File: src/rtl/pc_fetch_seq_if.sv
// Instruction-memory request channel: fetch sequencer presents a request
// (valid + address), instruction memory answers with ready.
interface pc_fetch_seq_if;
  logic        imem_valid;
  logic        imem_ready;
  logic [31:0] imem_addr;

  modport master (
    output imem_valid,
    output imem_addr,
    input  imem_ready
  );

  modport slave (
    input  imem_valid,
    input  imem_addr,
    output imem_ready
  );
endinterface

File: src/rtl/pc_fetch_seq.sv
// Fetch-PC sequencer: owns the fetch PC, issues instruction-memory requests,
// steps by 4, applies EX redirects and traps misaligned redirect targets.
//
// state | meaning
// BOOT  | just out of reset, no request presented yet
// RUN   | request presented (imem_valid=1), waiting for or taking accepts
// STALL | no request presented, waiting for stall to drop
// TRAP  | misaligned redirect seen last edge; next edge loads TRAP_VECTOR
module pc_fetch_seq #(
  parameter logic [31:0] RESET_VECTOR = 32'h0000_0000,
  parameter logic [31:0] TRAP_VECTOR  = 32'h0000_0100
) (
  input  logic                  clk,
  input  logic                  rst,
  input  logic                  stall,
  input  logic                  redirect,
  input  logic [31:0]           redirect_pc,
  pc_fetch_seq_if.master        imem,
  output logic [31:0]           pc_out,
  output logic                  pc_valid,
  output logic                  trap,
  output logic [31:0]           trap_addr
);

  typedef enum logic [1:0] {
    BOOT  = 2'd0,
    RUN   = 2'd1,
    STALL = 2'd2,
    TRAP  = 2'd3
  } state_t;

  state_t      state_q, state_d;
  logic        valid_q, valid_d;
  logic [31:0] addr_q, addr_d;
  logic [31:0] pc_out_d;
  logic        pc_valid_d;
  logic        trap_d;
  logic [31:0] trap_addr_d;
  logic        accept;

  assign accept          = valid_q & imem.imem_ready;
  assign imem.imem_valid = valid_q;
  assign imem.imem_addr  = addr_q;

  // State and output registers; reset drops any outstanding request at once.
  always_ff @(posedge clk or negedge rst) begin
    if (!rst) begin
      state_q   <= BOOT;
      valid_q   <= 1'b0;
      addr_q    <= RESET_VECTOR;
      pc_out    <= 32'h0;
      pc_valid  <= 1'b0;
      trap      <= 1'b0;
      trap_addr <= 32'h0;
    end else begin
      state_q   <= state_d;
      valid_q   <= valid_d;
      addr_q    <= addr_d;
      pc_out    <= pc_out_d;
      pc_valid  <= pc_valid_d;
      trap      <= trap_d;
      trap_addr <= trap_addr_d;
    end
  end

  // Next state: trap exit beats redirect, redirect beats accept, else hold.
  // A presented but unaccepted request is never withdrawn by stall.
  always_comb begin
    state_d     = state_q;
    valid_d     = valid_q;
    addr_d      = addr_q;
    pc_out_d    = pc_out;
    pc_valid_d  = 1'b0;
    trap_d      = 1'b0;
    trap_addr_d = trap_addr;

    if (state_q == TRAP) begin
      addr_d  = TRAP_VECTOR;
      valid_d = !stall;
      state_d = stall ? STALL : RUN;
    end else if (redirect) begin
      // Any same-cycle accept is squashed: pc_valid stays low.
      if (redirect_pc[1:0] == 2'b00) begin
        addr_d  = redirect_pc;
        valid_d = !stall;
        state_d = stall ? STALL : RUN;
      end else begin
        valid_d     = 1'b0;
        trap_d      = 1'b1;
        trap_addr_d = redirect_pc;
        state_d     = TRAP;
      end
    end else if (accept) begin
      pc_out_d   = addr_q;
      pc_valid_d = 1'b1;
      addr_d     = addr_q + 32'd4;
      valid_d    = !stall;
      state_d    = stall ? STALL : RUN;
    end else if (!valid_q) begin
      // BOOT and STALL: present the current address once stall drops.
      if (!stall) begin
        valid_d = 1'b1;
        state_d = RUN;
      end else begin
        state_d = STALL;
      end
    end
  end

endmodule

File: src/flat_wrapper.sv
// flat-port wrapper written by rule: the top's interface ports become plain ports
module pc_fetch_seq_flat 
#(
  parameter logic [31:0] RESET_VECTOR = 32'h0000_0000,
  parameter logic [31:0] TRAP_VECTOR  = 32'h0000_0100
)
  (clk, rst, stall, redirect, redirect_pc, pc_out, pc_valid, trap, trap_addr, imem_imem_valid, imem_imem_addr, imem_imem_ready);
  pc_fetch_seq_if imem_i ();
  input  logic clk;
  input  logic rst;
  input  logic stall;
  input  logic redirect;
  input  logic [31:0] redirect_pc;
  output logic [31:0] pc_out;
  output logic pc_valid;
  output logic trap;
  output logic [31:0] trap_addr;
  output wire logic [$bits(imem_i.imem_valid)-1:0] imem_imem_valid;
  output wire logic [$bits(imem_i.imem_addr)-1:0] imem_imem_addr;
  input wire logic [$bits(imem_i.imem_ready)-1:0] imem_imem_ready;
  assign imem_imem_valid = imem_i.imem_valid;
  assign imem_imem_addr = imem_i.imem_addr;
  assign imem_i.imem_ready = imem_imem_ready;
  pc_fetch_seq #(.RESET_VECTOR(RESET_VECTOR), .TRAP_VECTOR(TRAP_VECTOR)) u_core (.clk(clk), .rst(rst), .stall(stall), .redirect(redirect), .redirect_pc(redirect_pc), .imem(imem_i), .pc_out(pc_out), .pc_valid(pc_valid), .trap(trap), .trap_addr(trap_addr));
endmodule
File: config.mk
export PLATFORM = sky130hd
export DESIGN_NAME = pc_fetch_seq_flat
export DESIGN_NICKNAME = d
export VERILOG_FILES = /design/src/rtl/pc_fetch_seq_if.sv /design/src/rtl/pc_fetch_seq.sv /design/src/flat_wrapper.sv
export SDC_FILE = /design/constraint.sdc
export NUM_CORES = 1
export LEC_CHECK = 0
export ABC_AREA = 1
export CORE_MARGIN = 2
export CORE_UTILIZATION = 45
export CTS_BUF_LIST = sky130_fd_sc_hd__clkbuf_4 sky130_fd_sc_hd__clkbuf_8
export DETAILED_ROUTE_END_ITERATION = 10
export PLACE_DENSITY_LB_ADDON = 0.05
export SLEW_MARGIN = 20
export SYNTH_ARGS = -nofsm -noshare
export SYNTH_HDL_FRONTEND = slang
export SYNTH_SLANG_ARGS = --single-unit
File: constraint.sdc
create_clock -name clk -period 1.84 [get_ports clk]
set_input_delay 0.368 -clock clk [delete_from_list [all_inputs] [get_ports clk]]
set_output_delay 0.368 -clock clk [all_outputs]
set_load 0.02 [all_outputs]
==> run metrics, run 1 <==
outcome finished, final reports clean; H-tree levels 3; CP required roughly 1500 ps; vias in the first global route between 4000 and 5000; clock sinks ~100; antenna cell count 0; initial antenna violation count 0; DRC 0; Die Y-Extent roughly 110 µm; CP Buf/Inv Count 1; fill count between 900 and 1000; Post-synth EDFFs 0; Final GP Congestion 0.890; sequential-to-total area share from yosys stat 0.522; clock transition at the registers of the reported paths about 100 ps; Critical Path Fanout Max 4; final antenna-violating net count 0; largest net degree at the start of global routing 44; critical path depth 1; Critical R2R Capture u_core.imem.imem_addr[19]$_DFFE_PN0P_; ys async rst share 1.00; input/output buffers about 140; share of cells above drive strength 1 0.0811; R2R setup slack roughly 150 ps; setup TNS 0 ps; Synth Instances roughly 640; Setup CP Type register to output port; Period Utilization, post-route 0.968; Final Max Tran Viols 0; synth unique cells 24; Overflow after GRT 0; Iter 0 DRT Violations slightly below 400; Slowest Stage Delay on Critical Path roughly 630 ps; Startpoint Class register; syn_area_per_cell roughly 7.5 µm²; Die Span X ~110 µm; post-layout util 0.655; drt total wl between 10000 and 15000 µm; Yosys reg bits between 100 and 150; FMAX roughly 560 MHz; crit-path cells clkdlybuf4s50_1; post-layout net count 834; Avg Vias per Cell slightly below 5; Tightest Pin Transition approximately 350 ps; final instance area 6790 µm²; reg2reg start u_core.imem.imem_addr[2]$_DFFE_PN0P_; Final Hold Vio Count 0; Placed Area between 6000 and 7000 µm²; WL/cell approximately 14 µm; Setup crit end imem_imem_addr[3]; synth warn 0; Power Dens Cells 1120 nW/µm²; Final HPWL DP about 10000 µm; synth top area cells dfrtp_1, nand2_1, o21ai_0, inv_1, nand3_1; Die ar. between 10000 and 15000 µm²; worst skew pair latency about 370 ps; ys flop type dfrtp_1; count leader, synth nand2_1; P&R area growth vs syn 40.2%; Final Total Pwr roughly 7.6 mW; crit path DAT 1410 ps; total of max-cap violations 0; Clock Path Buffers 2; Max-slew headroom 0.766; gr usage total 0.245; clock period minus worst slack between 1500 and 2000 ps; initial core utilization 0.467; via count ~4600; critical path launch point u_core.imem.imem_addr[3]$_DFFE_PN0P_; # Post-CTS Setup Buffers 0; Yosys top cell by area dfrtp_1; Hold Path Class input port to asynchronous set/reset pin; commonest cells in the netlist nand2_1, dfrtp_1, inv_1; CTS Root Cell clkbuf_8; FP Rows 37; total CTS buffers 9; critical path capture point type output port; syn_nets 680; Critical-path top delay cell clkdlybuf4s50_1; first-pass GRT wire length ~22000 µm; Core Area ~10000 µm²; area of the mapped netlist roughly 4800 µm²; LEAKAGE 3.33 nW; Detailed Routing Iterations Pass 1 6; TritonCTS clock tree yes; final setup fails 0; I/O pin count 136; reg2reg path depth 9; maximum vdd drop 0.627 mV; post-synth top area share 0.522; Top delay family on crit path buffers and inverters; Worst Skew approximately 15 ps
per-stage QoR:
stage	hold slack, ps	instances	setup WS, ps
3_5_place_dp	294	920	-122
6_report	450	937	58.2
2_1_floorplan	72.4	642	196
4_1_cts	437	937	2.24
5_1_grt	446	937	-0.528
3_3_place_gp	289	920	-86.4
worst min path at each step:
stage | start | endpoint | slack, ps | cells after the start
2_1_floorplan | rst | u_core.imem.imem_addr[0]$_DFFE_PN0P_ | 70 | 0
3_3_place_gp | rst | u_core.trap_addr[18]$_DFFE_PN0P_ | 290 | 1
3_5_place_dp | rst | u_core.trap_addr[18]$_DFFE_PN0P_ | 290 | 1
4_1_cts | rst | u_core.imem.imem_addr[0]$_DFFE_PN0P_ | 440 | 2
5_1_grt | rst | u_core.imem.imem_addr[0]$_DFFE_PN0P_ | 450 | 2
6_report | rst | u_core.trap_addr[15]$_DFFE_PN0P_ | 450 | 2
flip-flops by register name (all words and copies together), names as in the netlist:
signal and flops:
u_core.state_q 2, u_core.imem.imem_addr 32, u_core.pc_valid 1, u_core.pc_out 32, u_core.imem.imem_valid 1, u_core.trap_addr 32, u_core.trap 1
layer usage:
metal	part of all wire	GRT usage	routed length, µm	up-vias
li1	-	-	-	2322
met2	0.45	0.370	6040	146
met3	0.066	0.0515	896	13
met1	0.48	0.358	6440	2136
met4	0.012	0.0632	168	0
met5	0	0	0	-
layout make-up:
cell class / instances / area [µm²] / share of cell area
Clock buffer: 10 / 138 / 0.0203
Sequential cell: 101 / 2530 / 0.372
Clock inverter: 6 / 86.3 / 0.0127
Timing Repair Buffer: 166 / 1630 / 0.241
Multi-Input combinational cell: 447 / 1970 / 0.290
Inverter: 71 / 269 / 0.0396
Tap cell: 136 / 170 / 0.0251
cells by family after synthesis:
| kind of cell | Yosys count | share of synthesized area |
|---|---|---|
| and+or+nand+nor | 337 | 0.279 |
| AOI/OAI and AO/OA | 106 | 0.115 |
| DFF | 101 | 0.522 |
| xor gates and xnor gates | 3 | 0.00542 |
| buffers and inverters | 94 | 0.0762 |
| adders and majority gates | 1 | 0.00258 |
cell usage in the layout, fill, tap and decap left out, drive strengths merged:
cell type | netlist | final
o22ai | 5 | 5
nor2 | 44 | 44
a21oi | 29 | 29
dlygate4sd2 | 0 | 18
xor2 | 3 | 3
inv | 71 | 71
clkbuf | 15 | 10
nand3 | 40 | 40
dlymetal6s2s | 0 | 9
dfrtp | 101 | 101
o21ai | 72 | 72
clkdlybuf4s50 | 0 | 107
clkinvlp | 0 | 1
bufinv | 0 | 2
buf | 8 | 31
ha | 1 | 1
nand2 | 252 | 252
clkinv | 0 | 3
nand4 | 1 | 1
dlygate4sd3 | 0 | 1
power by group:
part	total [mW]	switching, mW	internal (mW)	leakage (nW)
Combinational	2.82	1.57	1.25	1.93
Sequential	3.19	0.459	2.73	1.29
Clock	1.57	0.769	0.801	0.112
Total	7.58	2.80	4.78	3.33
timing repair:
item	4_1_cts	5_1_grt
setup endpoints to repair	18	15
hold buffers	1	0
gates resized for setup	18	14
endpoints found under the hold margin	22	0
Note: power is estimated with default switching activity, not from simulation.
==> run 2, diff against run 1 <==
--- a/config.mk
+++ b/config.mk
@@ -6,6 +6,7 @@
 export NUM_CORES = 1
 export LEC_CHECK = 0
 export ABC_AREA = 1
+export ABC_CLOCK_PERIOD_IN_PS = 1840
 export CORE_MARGIN = 2
 export CORE_UTILIZATION = 45
 export CTS_BUF_LIST = sky130_fd_sc_hd__clkbuf_4 sky130_fd_sc_hd__clkbuf_8
==> results of run 2 <==
No change in the layout: final DEF, timing and power equal those of run 1.
